===== src/rtl/gfx_line_pkg.sv =====
// Shared gfx definitions: line-rasteriser state encoding and helpers that
// derive coordinate field widths from the framebuffer dimensions.
package gfx_line_pkg;

  localparam logic [1:0] ST_IDLE  = 2'd0;
  localparam logic [1:0] ST_SETUP = 2'd1;
  localparam logic [1:0] ST_DRAW  = 2'd2;

  // Bits needed to index n pixels along one axis (at least one bit).
  function automatic int fb_bits(input int n);
    return (n <= 1) ? 1 : $clog2(n);
  endfunction

  function automatic int max2(input int a, input int b);
    return (a > b) ? a : b;
  endfunction

endpackage


===== src/rtl/gfx_line.sv =====
// Bresenham line rasteriser. Takes one (x0,y0)->(x1,y1) command with a colour
// and emits one pixel per accepted inc, using the same valid/inc/last contract
// as the test-pattern generator so the fb-writer stage can consume it as is.
module gfx_line
  import gfx_line_pkg::*;
#(
  parameter int FB_WIDTH   = 640,
  parameter int FB_HEIGHT  = 480,
  parameter int PIXEL_BITS = 12,
  localparam int FB_X_BITS = fb_bits(FB_WIDTH),
  localparam int FB_Y_BITS = fb_bits(FB_HEIGHT)
) (
  input  logic                  clk,
  input  logic                  rst_n,
  input  logic                  cmd_valid,
  output logic                  cmd_ready,
  input  logic [FB_X_BITS-1:0]  cmd_x0,
  input  logic [FB_Y_BITS-1:0]  cmd_y0,
  input  logic [FB_X_BITS-1:0]  cmd_x1,
  input  logic [FB_Y_BITS-1:0]  cmd_y1,
  input  logic [PIXEL_BITS-1:0] cmd_color,
  input  logic                  inc,
  output logic [FB_X_BITS-1:0]  x,
  output logic [FB_Y_BITS-1:0]  y,
  output logic [PIXEL_BITS-1:0] color,
  output logic                  valid,
  output logic                  last,
  output logic                  busy
);

  // Two guard bits: one for the sign, one so that 2*err never overflows.
  localparam int W = max2(FB_X_BITS, FB_Y_BITS) + 2;

  logic [1:0]            state;
  logic [FB_X_BITS-1:0]  x1_q;
  logic [FB_Y_BITS-1:0]  y1_q;
  logic signed [W-1:0]   dx_q;
  logic signed [W-1:0]   dy_q;
  logic signed [W-1:0]   err_q;
  logic                  sx_neg;
  logic                  sy_neg;

  logic signed [W-1:0]   x0_s, x1_s, y0_s, y1_s;
  logic signed [W-1:0]   dx_c, dy_c;
  logic signed [W-1:0]   err_step;
  logic                  step_x, step_y;

  // One Bresenham step: returns {step_x, step_y, next err}. Both tests use the
  // err value from before the step, which is what allows a diagonal move.
  function automatic logic [W+1:0] bres_step(input logic signed [W-1:0] err,
                                             input logic signed [W-1:0] dx,
                                             input logic signed [W-1:0] dy);
    logic signed [W-1:0] e2;
    logic signed [W-1:0] err_n;
    logic                stx;
    logic                sty;
    e2    = err <<< 1;
    err_n = err;
    stx   = 1'b0;
    sty   = 1'b0;
    if (e2 >= dy) begin
      err_n = err_n + dy;
      stx   = 1'b1;
    end
    if (e2 <= dx) begin
      err_n = err_n + dx;
      sty   = 1'b1;
    end
    return {stx, sty, err_n};
  endfunction

  assign busy      = (state != ST_IDLE);
  assign cmd_ready = !busy;
  assign valid     = (state == ST_DRAW);
  assign last      = valid && (x == x1_q) && (y == y1_q);

  // Setup arithmetic: x/y already hold the start point during SETUP.
  always_comb begin
    x0_s = $signed({{(W-FB_X_BITS){1'b0}}, x});
    x1_s = $signed({{(W-FB_X_BITS){1'b0}}, x1_q});
    y0_s = $signed({{(W-FB_Y_BITS){1'b0}}, y});
    y1_s = $signed({{(W-FB_Y_BITS){1'b0}}, y1_q});
    dx_c = (x1_s >= x0_s) ? (x1_s - x0_s) : (x0_s - x1_s);
    dy_c = (y1_s >= y0_s) ? (y0_s - y1_s) : (y1_s - y0_s);
    {step_x, step_y, err_step} = bres_step(err_q, dx_q, dy_q);
  end

  // Command FSM and pixel walk.
  always_ff @(posedge clk or negedge rst_n) begin
    if (!rst_n) begin
      state  <= ST_IDLE;
      x      <= '0;
      y      <= '0;
      color  <= '0;
      x1_q   <= '0;
      y1_q   <= '0;
      dx_q   <= '0;
      dy_q   <= '0;
      err_q  <= '0;
      sx_neg <= 1'b0;
      sy_neg <= 1'b0;
    end else begin
      case (state)
        ST_IDLE: begin
          if (cmd_valid) begin
            // Start point goes straight into the walking position registers.
            x     <= cmd_x0;
            y     <= cmd_y0;
            x1_q  <= cmd_x1;
            y1_q  <= cmd_y1;
            color <= cmd_color;
            state <= ST_SETUP;
          end
        end
        ST_SETUP: begin
          dx_q   <= dx_c;
          dy_q   <= dy_c;
          err_q  <= dx_c + dy_c;
          sx_neg <= !(x < x1_q);
          sy_neg <= !(y < y1_q);
          state  <= ST_DRAW;
        end
        ST_DRAW: begin
          if (inc) begin
            if (last) begin
              state <= ST_IDLE;
            end else begin
              err_q <= err_step;
              if (step_x) x <= sx_neg ? (x - 1'b1) : (x + 1'b1);
              if (step_y) y <= sy_neg ? (y - 1'b1) : (y + 1'b1);
            end
          end
        end
        default: state <= ST_IDLE;
      endcase
    end
  end

endmodule

===== config.mk =====
export PLATFORM = sky130hd
export DESIGN_NAME = gfx_line
export DESIGN_NICKNAME = d
export VERILOG_FILES = /design/src/rtl/gfx_line_pkg.sv /design/src/rtl/gfx_line.sv
export SDC_FILE = /design/constraint.sdc
export NUM_CORES = 1
export LEC_CHECK = 0
export CORE_MARGIN = 5
export CORE_UTILIZATION = 65
export CTS_BUF_LIST = sky130_fd_sc_hd__clkbuf_16
export DETAILED_ROUTE_END_ITERATION = 10
export DONT_BUFFER_PORTS = 1
export GPL_ROUTABILITY_DRIVEN = 0
export PLACE_DENSITY = 0.81
export SETUP_SLACK_MARGIN = 0.02
export SLEW_MARGIN = 40
export SYNTH_ARGS = -nofsm -noshare
export SYNTH_HDL_FRONTEND = slang
export SYNTH_SLANG_ARGS = --single-unit
export TNS_END_PERCENT = 30

===== constraint.sdc =====
create_clock -name clk -period 5 [get_ports clk]
set_input_delay 1.5 -clock clk [delete_from_list [all_inputs] [get_ports clk]]
set_output_delay 1.5 -clock clk [all_outputs]
set_load 0.05 [all_outputs]

**After elaboration in Yosys (flattened, before gate mapping)**

Cells that the tools add are included.

- Bits in registers: 90
- Input bits: 54
- Output and inout port bits: 35
- Logic and storage cells: 77

- $add $sub $neg: 11
- Magnitude comparators: 6
- Eq/ne operators: 10
- Mux-type cells: 25
- Reduce and logical (&&, ||, !) cells: 14

Operators by type and width:

| operator | count |
|---|---|
| two-way mux 12 bit | 6 |
| two-way mux 10 bit | 5 |
| two-way mux 9 bit | 5 |
| adder 12 bit | 3 |
| case mux 12 bit (2 select lines) | 1 |
| subtractor 10 x 10 -> 11 bit | 2 |
| case mux 10 bit (2 select lines) | 1 |
| subtractor 9 x 9 -> 10 bit | 2 |
| case mux 9 bit (2 select lines) | 1 |
| greater-or-equal comparator 12 bit | 1 |
| <= comparator 12 bit | 1 |
| adder 10 x 1 -> 10 bit, second input constant | 1 |
| equality test 10 bit | 1 |
| greater-or-equal comparator 10 bit | 1 |
| less-than comparator 10 bit | 1 |
| AND reduction 5 bit | 2 |
| subtractor 10 x 1 -> 10 bit, second input constant | 1 |
| adder 9 x 1 -> 9 bit, second input constant | 1 |
| equality test 9 bit | 1 |
| greater-or-equal comparator 9 bit | 1 |
| less-than comparator 9 bit | 1 |
| subtractor 9 x 1 -> 9 bit, second input constant | 1 |
| two-way mux 2 bit | 3 |
| != test 2 x 1 -> 1 bit, second input constant | 3 |
| 11 further kinds | 20 |

**Depth between registers and ports, before layout**

Gate-level depths: netlist (run 1).

- Word-level depth: 7
- Mapped depth: 20
- Mapped depth without buffers: 20

**Worst setup path before layout (run 1)**

No wires, ideal clock.

- Path type: register -> register
- Start point: register y[1]
- End point: register err_q[10]
- Setup time: 0.065 ns
- Arrival: 4.040 ns
- Data required time: 4.935 ns
- Setup slack: 0.895 ns
- Cell stages (with the launch flop): 19
- Path buffers: 0
- Period minus slack after synthesis: 4.105 ns
- Cells stage by stage: dfrtp_1 > inv_1 > fa_1 > a21oi_1 > o2bb2ai_1 > o31ai_1 > nand2_1 > a22o_1 > o21ba_1 > o21ai_1 > xor2_1 > ha_1 > a21oi_1 > a31oi_1 > a31oi_1 > nor3_1 > o221ai_1 > and3b_1 > nand2_1

- Word-level cells in the longest chain between the ends: 4
- Elaborated cells on any way between the ends: 10
- Those cells by class: 3 x add/sub; 1 x order compare; 2 x eq/ne; 2 x mux; 2 x reduce/logical

Ends and longest elaborated chain:

| element | RTL line | source |
|---|---|---|
| start, declared | gfx_line.sv:24 | `output logic [FB_Y_BITS-1:0] y,` |
| start signal, assigned | gfx_line.sv:108 | `y <= cmd_y0;` |
| start signal, assigned | gfx_line.sv:130 | `if (step_y) y <= sy_neg ? (y - 1'b1) : (y + 1'b1);` |
| subtractor 9 x 9 -> 10 bit / greater-or-equal comparator 9 bit (equally long branches) | gfx_line.sv:84 | `dy_c = (y1_s >= y0_s) ? (y0_s - y1_s) : (y1_s - y0_s);` |
| two-way mux 12 bit * | gfx_line.sv:84 |  |
| named net dy_c[7] | gfx_line.sv:44 | `logic signed [W-1:0] dx_c, dy_c;` |
| adder 12 bit * | gfx_line.sv:118 | `err_q <= dx_c + dy_c;` |
| case mux 12 bit (2 select lines) * | gfx_line.sv:103 | `case (state)` |
| end signal, assigned | gfx_line.sv:118 |  |
| end signal, assigned | gfx_line.sv:128 | `err_q <= err_step;` |
| end, declared | gfx_line.sv:39 | `logic signed [W-1:0] err_q;` |

Mark *: on every way through the listed nets, which the timed path passes. The rest lies on a longest branch.
A chain may end at the register's enable or synchronous reset.

**Worst setup path in the final report (run 1)**

- Start point: register y[0]
- End point: register err_q[9]

Same word-level chain as after synthesis.

==> flow_summary_export.csv, run 1 <==
group,metric,value,unit
run_status,status,"finished clean",
job,cap_violations,0,
yosys,yosysWarnings,0,
yosys,synth_top_cell_by_area,"dfrtp_1",
floorplan,core_area,12000,um2
global_route,grt_use_total,0.276,
global_route,grt_pass1_vias,6738,
drt,wl,19300,um
cts,cts_htree_levels,3,
cts,cts_tree,"built",
setup_path,crit_path_end_kind,"flip-flop",
floorplan,die_h,120,um
global_route,grt_overflow,0,
global_route,grt_pass1_wl,32600,um
cells_and_area,antenna_cells,0,
sta,worst_pin_slew,0.786,ns
cells_and_area,fin_nets,1095,
cts,cts_setup_buffers,0,
sta,setup_tns,0,ns
yosys,synthFlopType,"dfrtp_1",
sta,slew_headroom,0.475,
sta,fmax,216,MHz
cts,path_clk_slew,0.07,ns
drt,drtIter0Drc,571,
cts,cts_buffers,9,
placement,io_buffers,0,
global_route,antenna_found_initial,0,
cts,ctsHoldBuffers,0,
floorplan,ioPinCount,89,
drt,drc,0,
yosys,synthArstFlopShare,1.00,
cells_and_area,regArea,2150,um2
yosys,synth-edff-count,0,
cells_and_area,fin_area,8430,um2
drt,vias_per_cell,6.27,
setup_path,slowest_delay,0.71,ns
cells_and_area,finalNonFillerCells,1079,
placement,dp.cells,1063,
sta,rsz0062_at_grt,"false",
sta,hold_viol,0,
worst_hold_path,hold_path_class,"reg -> reg",
global_route,grt_start_max_net_pins,87,
sta,min_period,4.62,ns
placement,dp_hpwl,15100,um
yosys,synth_cell_type_count,73,
drt,ant_nets,0,
setup_path,r2r_cells,18,
cts,max-clock-path-buffers,2,
sta,slew_viol_final,0,
cells_and_area,final_common_cell,"ha_1",
drt,wl_per_cell,17.9,um
drt,drt_first_pass_iters,7,
floorplan,rows,40,
cells_and_area,syn_to_final_growth,6.96,%
yosys,synth_area_per_cell,8.52,um2
setup_path,critPathSlowestCell,"dfrtp_1",
setup_path,worstPathMaxFanout,5,
setup_path,crit_required,5.23,ns
setup_path,path_class,"reg -> reg",
yosys,synthCells,925,
cts,cts.sinks,86,
setup_path,crit_path_start_kind,"flip-flop",
floorplan,dieArea,14400,um2
setup_path,critPathArrivalTime,4.85,ns
yosys,ys_seq_elements,86,
floorplan,start_util,0.659,
yosys,netlist_area,7880,um2
worst_hold_path,min_path_cells,2,
sta,finalCritPeriodShare,0.924,
setup_path,worstPathCellList,"ha_1 -> inv_1 -> fa_1 -> a21oi_1 -> o2bb2ai_1 -> o31a_1 -> nor2_1 -> mux2i_1 -> inv_1 -> ha_1 -> a21o_1 -> a21oi_1 -> o21ai_0 -> o211ai_1 -> o21ai_0 -> xnor2_1 -> nand2_1 -> o311a_1",
yosys,synth_nets,1093,
yosys,seq_area_frac_synth,0.273,
cells_and_area,drive_gt1_frac,0.0891,
yosys,synth_top_cell_area_share,0.273,
cells_and_area,multi_input_area,5290,um2
sta,worst_clock_skew,0.00935,ns
placement,placed_area,8130,um2
cells_and_area,fillCellCount,930,
floorplan,die_x,120,um
drt,vias,6766,
sta,setup_viol,0,
yosys,synthTopCellsByArea,"dfrtp_1 (27%), ha_1 (17%), o21ai_0 (4.4%), inv_1 (4.1%), a21oi_1 (3.9%)",
cts,insertion_delay,0.35,ns
cts,cts_resized,0,
cts,root_buffer,"clkbuf_16",
cells_and_area,final_cell_mix,"ha_1 (105), inv_1 (86), dfrtp_1 (86)",
==> final timing paths <==
kind,from,end,slack (ns)
max in group asynchronous,rst_n,err_q[9],3.97
min reg2reg,dy_q[0],dy_q[0],0.54
max,y[0],err_q[9],0.38
min in group asynchronous,rst_n,x[5],0.84
min,dy_q[0],dy_q[0],0.54
max reg2reg,y[0],err_q[9],0.38
==> synth_stat cells, drive strengths merged (3+ instances only) <==
library cell	instances
ha	105
dfrtp	86
inv	86
nand2	80
o21ai	77
a21oi	62
nor2	60
xnor2	30
mux2	29
nor3	26
nand3	25
clkbuf	20
xor2	19
a21o	17
nor2b	16
a211oi	15
mux2i	14
a31oi	13
nand2b	12
buf	10
or3	10
fa	9
o211ai	9
nand4	8
o22ai	8
and3	6
o21a	6
and2	5
o31ai	5
a21boi	4
o2111ai	4
o22a	4
or2	4
a2111oi	3
a221oi	3
nor4	3
o221ai	3
o41ai	3
==> critical path, delay by kind of cell (launching register included) <==
kind | cells | cell delay, ns
AOI/OAI and AO/OA | 9 | 1.75
xor gates and xnor gates | 1 | 0.16
DFF | 1 | 0.71
buffers and inverters | 2 | 0.15
adders and majority gates | 3 | 0.93
muxes | 1 | 0.38
and+or+nand+nor | 2 | 0.42
==> through the flow <==
| step | hold slack [ns] | utilization | setup WS [ns] |
|---|---|---|---|
| 5_1_grt | 0.573 | 0.704 | 0.0698 |
| 2_1_floorplan | 0.469 | - | 0.895 |
| 4_1_cts | 0.537 | 0.704 | 0.389 |
| 3_5_place_dp | 0.521 | 0.680 | 0.429 |
| 6_report | 0.538 | 0.704 | 0.381 |
| 3_3_place_gp | 0.518 | 0.676 | 0.517 |
==> kinds of logic (layout without fill, tap and decap cells) <==
group,count (synthesis),after routing,synth area share
compound gates,254,254,0.204
xor+xnor,49,49,0.0545
fa+ha+maj,114,114,0.190
buf+inv,116,123,0.0572
flops,86,86,0.273
mux,43,43,0.0602
simple gates,263,263,0.161
==> cell type report <==
cell class	count	area share
clock buffers	9	0.0267
clock inverters	7	0.00846
inverters	86	0.0383
multi-input cells	723	0.627
flip-flops and latches	86	0.255
well taps	147	0.0218
repair buffers	21	0.0220
==> metal layers <==
metal	vias up	GRT usage	wire length, um
met3	22	0.0566	1140
met5	-	0	0
li1	3305	-	-
met4	0	0.0823	355
met1	3236	0.380	8810
met2	203	0.438	8980
==> state kept, by name, indices dropped and copies added, names as in the netlist <==
signal  flops
color      12
dx_q       11
err_q      11
dy_q       10
x1_q       10
x          10
y1_q        9
y           9
state       2
sx_neg      1
sy_neg      1
Power of run 1 is not shown: default switching activity piles up to over one toggle a cycle in this logic, so the estimate is an artifact.
==> inputs of run 2 (changes only) <==
--- a/config.mk
+++ b/config.mk
@@ -5,6 +5,7 @@
 export SDC_FILE = /design/constraint.sdc
 export NUM_CORES = 1
 export LEC_CHECK = 0
+export ABC_AREA = 1
 export CORE_MARGIN = 5
 export CORE_UTILIZATION = 65
 export CTS_BUF_LIST = sky130_fd_sc_hd__clkbuf_16
==> run 2 against run 1 <==
  * Flip-flop and latch count stayed put
  * Cell count rose by 35%
  * Area after synthesis increased by 14%
  * Critical path depth grew 2
  * Critical endpoint is now err_q[7]
  * Via count up 22%
  * Final area grew 11%
  * Worst setup slack better by 0.33 ns
==> flow_summary_export.csv, run 2 <==
group,metric,value,unit
run_status,status,"finished clean",
yosys,synth_top_cell_by_area,"dfrtp_1",
drt,drtIter0Drc,696,
power_and_ir_drop,pwr-share-seq,0.232,
power_and_ir_drop,leakagePower,4.99,nW
setup_path,r2r_start,"y[3]",
floorplan,die_x,127,um
yosys,synthTopCellsByArea,"dfrtp_1 (24%), nand2_1 (15%), ha_1 (15%), inv_1 (8.4%), a21oi_1 (5.3%)",
yosys,ys_seq_elements,86,
setup_path,worstPathCellList,"inv_1 -> ha_1 -> nand2_1 -> nor2_1 -> nand2_1 -> nand3_1 -> nand2_1 -> nand2_2 -> nand2_1 -> o21ai_1 -> xor2_1 -> inv_1 -> ha_1 -> a21oi_1 -> o21ai_0 -> a21oi_1 -> o21bai_1 -> or2_2 -> a21oi_1 -> a21oi_1",
cells_and_area,antenna_cells,0,
power_and_ir_drop,ir_drop,0.366,mV
placement,dp_hpwl,18000,um
floorplan,start_util,0.653,
sta,hold_ws,0.532,ns
floorplan,rows,43,
drt,drt_first_pass_iters,5,
yosys,synth_cell_type_count,60,
yosys,synth_area_per_cell,6.99,um2
cts,ctsHoldBuffers,0,
cts,path_clk_slew,0.06,ns
setup_path,r2r_end,"err_q[7]",
setup_path,critPathSlowestCell,"dfrtp_1",
setup_path,rrSetupSlack,0.71,ns
cts,root_buffer,"clkbuf_16",
sta,finalCritPeriodShare,0.858,
global_route,grt_use_total,0.291,
sta,fmax,233,MHz
cells_and_area,drive_gt1_frac,0.0803,
sta,min_period,4.29,ns
sta,setup_viol,0,
power_and_ir_drop,p_clk_frac,0.143,
sta,hold_viol,0,
power_and_ir_drop,p_per_area,513,nW/um2
yosys,synthFlopType,"dfrtp_1",
drt,vias_per_cell,5.63,
global_route,grt_start_max_net_pins,87,
drt,drc,0,
setup_path,crit_path_start_kind,"flip-flop",
floorplan,dieArea,16200,um2
placement,io_buffers,0,
power_and_ir_drop,p_comb_frac,0.625,
sta,slew_headroom,0.579,
cells_and_area,fin_nets,1445,
power_and_ir_drop,switching_share,0.538,
cells_and_area,final_common_cell,"nand2_1",
sta,rsz0062_at_grt,"false",
sta,slew_viol_final,0,
global_route,grt_overflow,0,
yosys,seq_area_frac_synth,0.240,
yosys,yosysWarnings,0,
setup_path,startpoint,"y[3]",
cts,cts.sinks,86,
cts,cts_buffers,9,
cts,cts_htree_levels,3,
drt,wl,22800,um
cts,cts_setup_buffers,0,
cells_and_area,reg.largest.list,"color: 12 flops, dx_q: 11 flops, err_q: 11 flops",
yosys,yosysMostFrequentCell,"nand2_1",
sta,setup_tns,0,ns
setup_path,crit_path_end_kind,"flip-flop",
yosys,synth_nets,1450,
cells_and_area,largest_reg_flops,12,
yosys,ys_top_cells_by_count,"nand2_1 (358), inv_1 (200), ha_1 (105), a21oi_1 (95)",
drt,ant_nets,0,
power_and_ir_drop,p_int,0.00223,W
cells_and_area,syn_to_final_growth,4.80,%
worst_hold_path,hold_path_class,"reg -> reg",
yosys,synthCells,1282,
setup_path,slowest_delay,0.70,ns
cells_and_area,final_cell_mix,"nand2_1 (358), inv_1 (200), ha_1 (105)",
sta,worst_clock_skew,0.0136,ns
global_route,antenna_found_initial,0,
job,cap_violations,0,
cts,cts_tree,"built",
floorplan,ioPinCount,89,
setup_path,crit_required,5.24,ns
drt,wl_per_cell,15.6,um
cts,max-clock-path-buffers,2,
yosys,netlist_area,8960,um2
floorplan,core_area,13700,um2
setup_path,path_class,"reg -> reg",
drt,vias,8226,
yosys,synthArstFlopShare,1.00,
cts,insertion_delay,0.36,ns
global_route,grt_pass1_wl,38400,um
power_and_ir_drop,netSwitchingPower,0.00259,W
setup_path,r2r_cells,20,
cells_and_area,largest_register,"color",
sta,worst_pin_slew,0.631,ns
floorplan,die_h,127,um
yosys,synth-edff-count,0,
setup_path,crit_end,"err_q[7]",
cts,cts_resized,0,
setup_path,worstPathMaxFanout,14,
yosys,synth_top_cell_area_share,0.240,
setup_path,critPathArrivalTime,4.52,ns
global_route,grt_pass1_vias,8121,
## run 2: changes by cell type in the layout (fill, tap and decap cells not counted), sizes merged, moves of 16 or more
cell,change
nand2,+295
inv,+114
o21ai,+43
a21oi,+35
nand3,+34
mux2,-29
nor3,-19
xnor2,-19
nor2b,-16
## run 2: cell families after synthesis
| group | count (synthesis) | share of synthesized area |
|---|---|---|
| AND/OR/NAND/NOR | 537 | 0.262 |
| AO/OA/AOI/OAI | 267 | 0.180 |
| buffers and inverters | 234 | 0.108 |
| adder cells (fa/ha/maj) | 114 | 0.167 |
| flip-flops | 86 | 0.240 |
| XOR/XNOR | 43 | 0.0420 |
| multiplexers | 1 | 0.00112 |
## run 2: area by class of cell
cell class	instances	area, um2
repair buffers	10	75.1
fillers	1220	4330
well taps	180	225
flip-flops and latches	86	2150
multi-input cells	962	5850
inverters	208	792
clock inverters	7	73.8
clock buffers	9	225
## run 2: stage by stage
stage               instances  setup slack [ns]  power (W)  area (um2)   util
CTS                      1462             0.758    0.00478        9390  0.685
global placement         1444             0.973    0.00402        9080  0.662
global route             1462             0.298    0.00523        9390  0.685
finish                   1462             0.712    0.00482        9390  0.685
detailed placement       1446             0.827    0.00408        9090  0.663
floorplan                1282              1.25    0.00347        8960      -
## run 2: worst min-delay path by stage
| stage | from | slack, ns | endpoint | depth (start not counted) |
|---|---|---|---|---|
| global route | dx_q[2] | 0.57 | dx_q[2] | 2 |
| detailed placement | dx_q[2] | 0.52 | dx_q[2] | 2 |
| floorplan | dx_q[10] | 0.47 | dx_q[10] | 2 |
| CTS | dx_q[2] | 0.54 | dx_q[2] | 2 |
| global placement | dx_q[2] | 0.51 | dx_q[2] | 2 |
| finish | dx_q[2] | 0.53 | dx_q[2] | 2 |
## run 2: worst max-delay path: cells and delay by family (launching register included)
kind / cells / cell delay, ns
adders and majority gates: 2 / 0.83
and+or+nand+nor: 8 / 1.08
buffers and inverters: 2 / 0.28
DFF: 1 / 0.70
AOI/OAI and AO/OA: 7 / 1.08
xor gates and xnor gates: 1 / 0.20
## run 2: metal layers
| layer | up-vias | track usage | wire length [um] |
|---|---|---|---|
| met5 | - | 0 | 0 |
| met4 | 0 | 0.135 | 908 |
| met3 | 60 | 0.0518 | 1640 |
| met2 | 331 | 0.474 | 10400 |
| met1 | 3681 | 0.377 | 9800 |
| li1 | 4154 | - | - |
## run 2: power by group through the flow
stage               Combinational (W)  Sequential, W  Clock, W
floorplan                     0.00236        0.00111         0
global placement              0.00289        0.00112         0
detailed placement            0.00295        0.00113         0
CTS                           0.00297        0.00112  0.000695
global route                  0.00338        0.00113  0.000721
finish                        0.00301        0.00112  0.000688
Note: power is estimated with default switching activity, not from simulation.
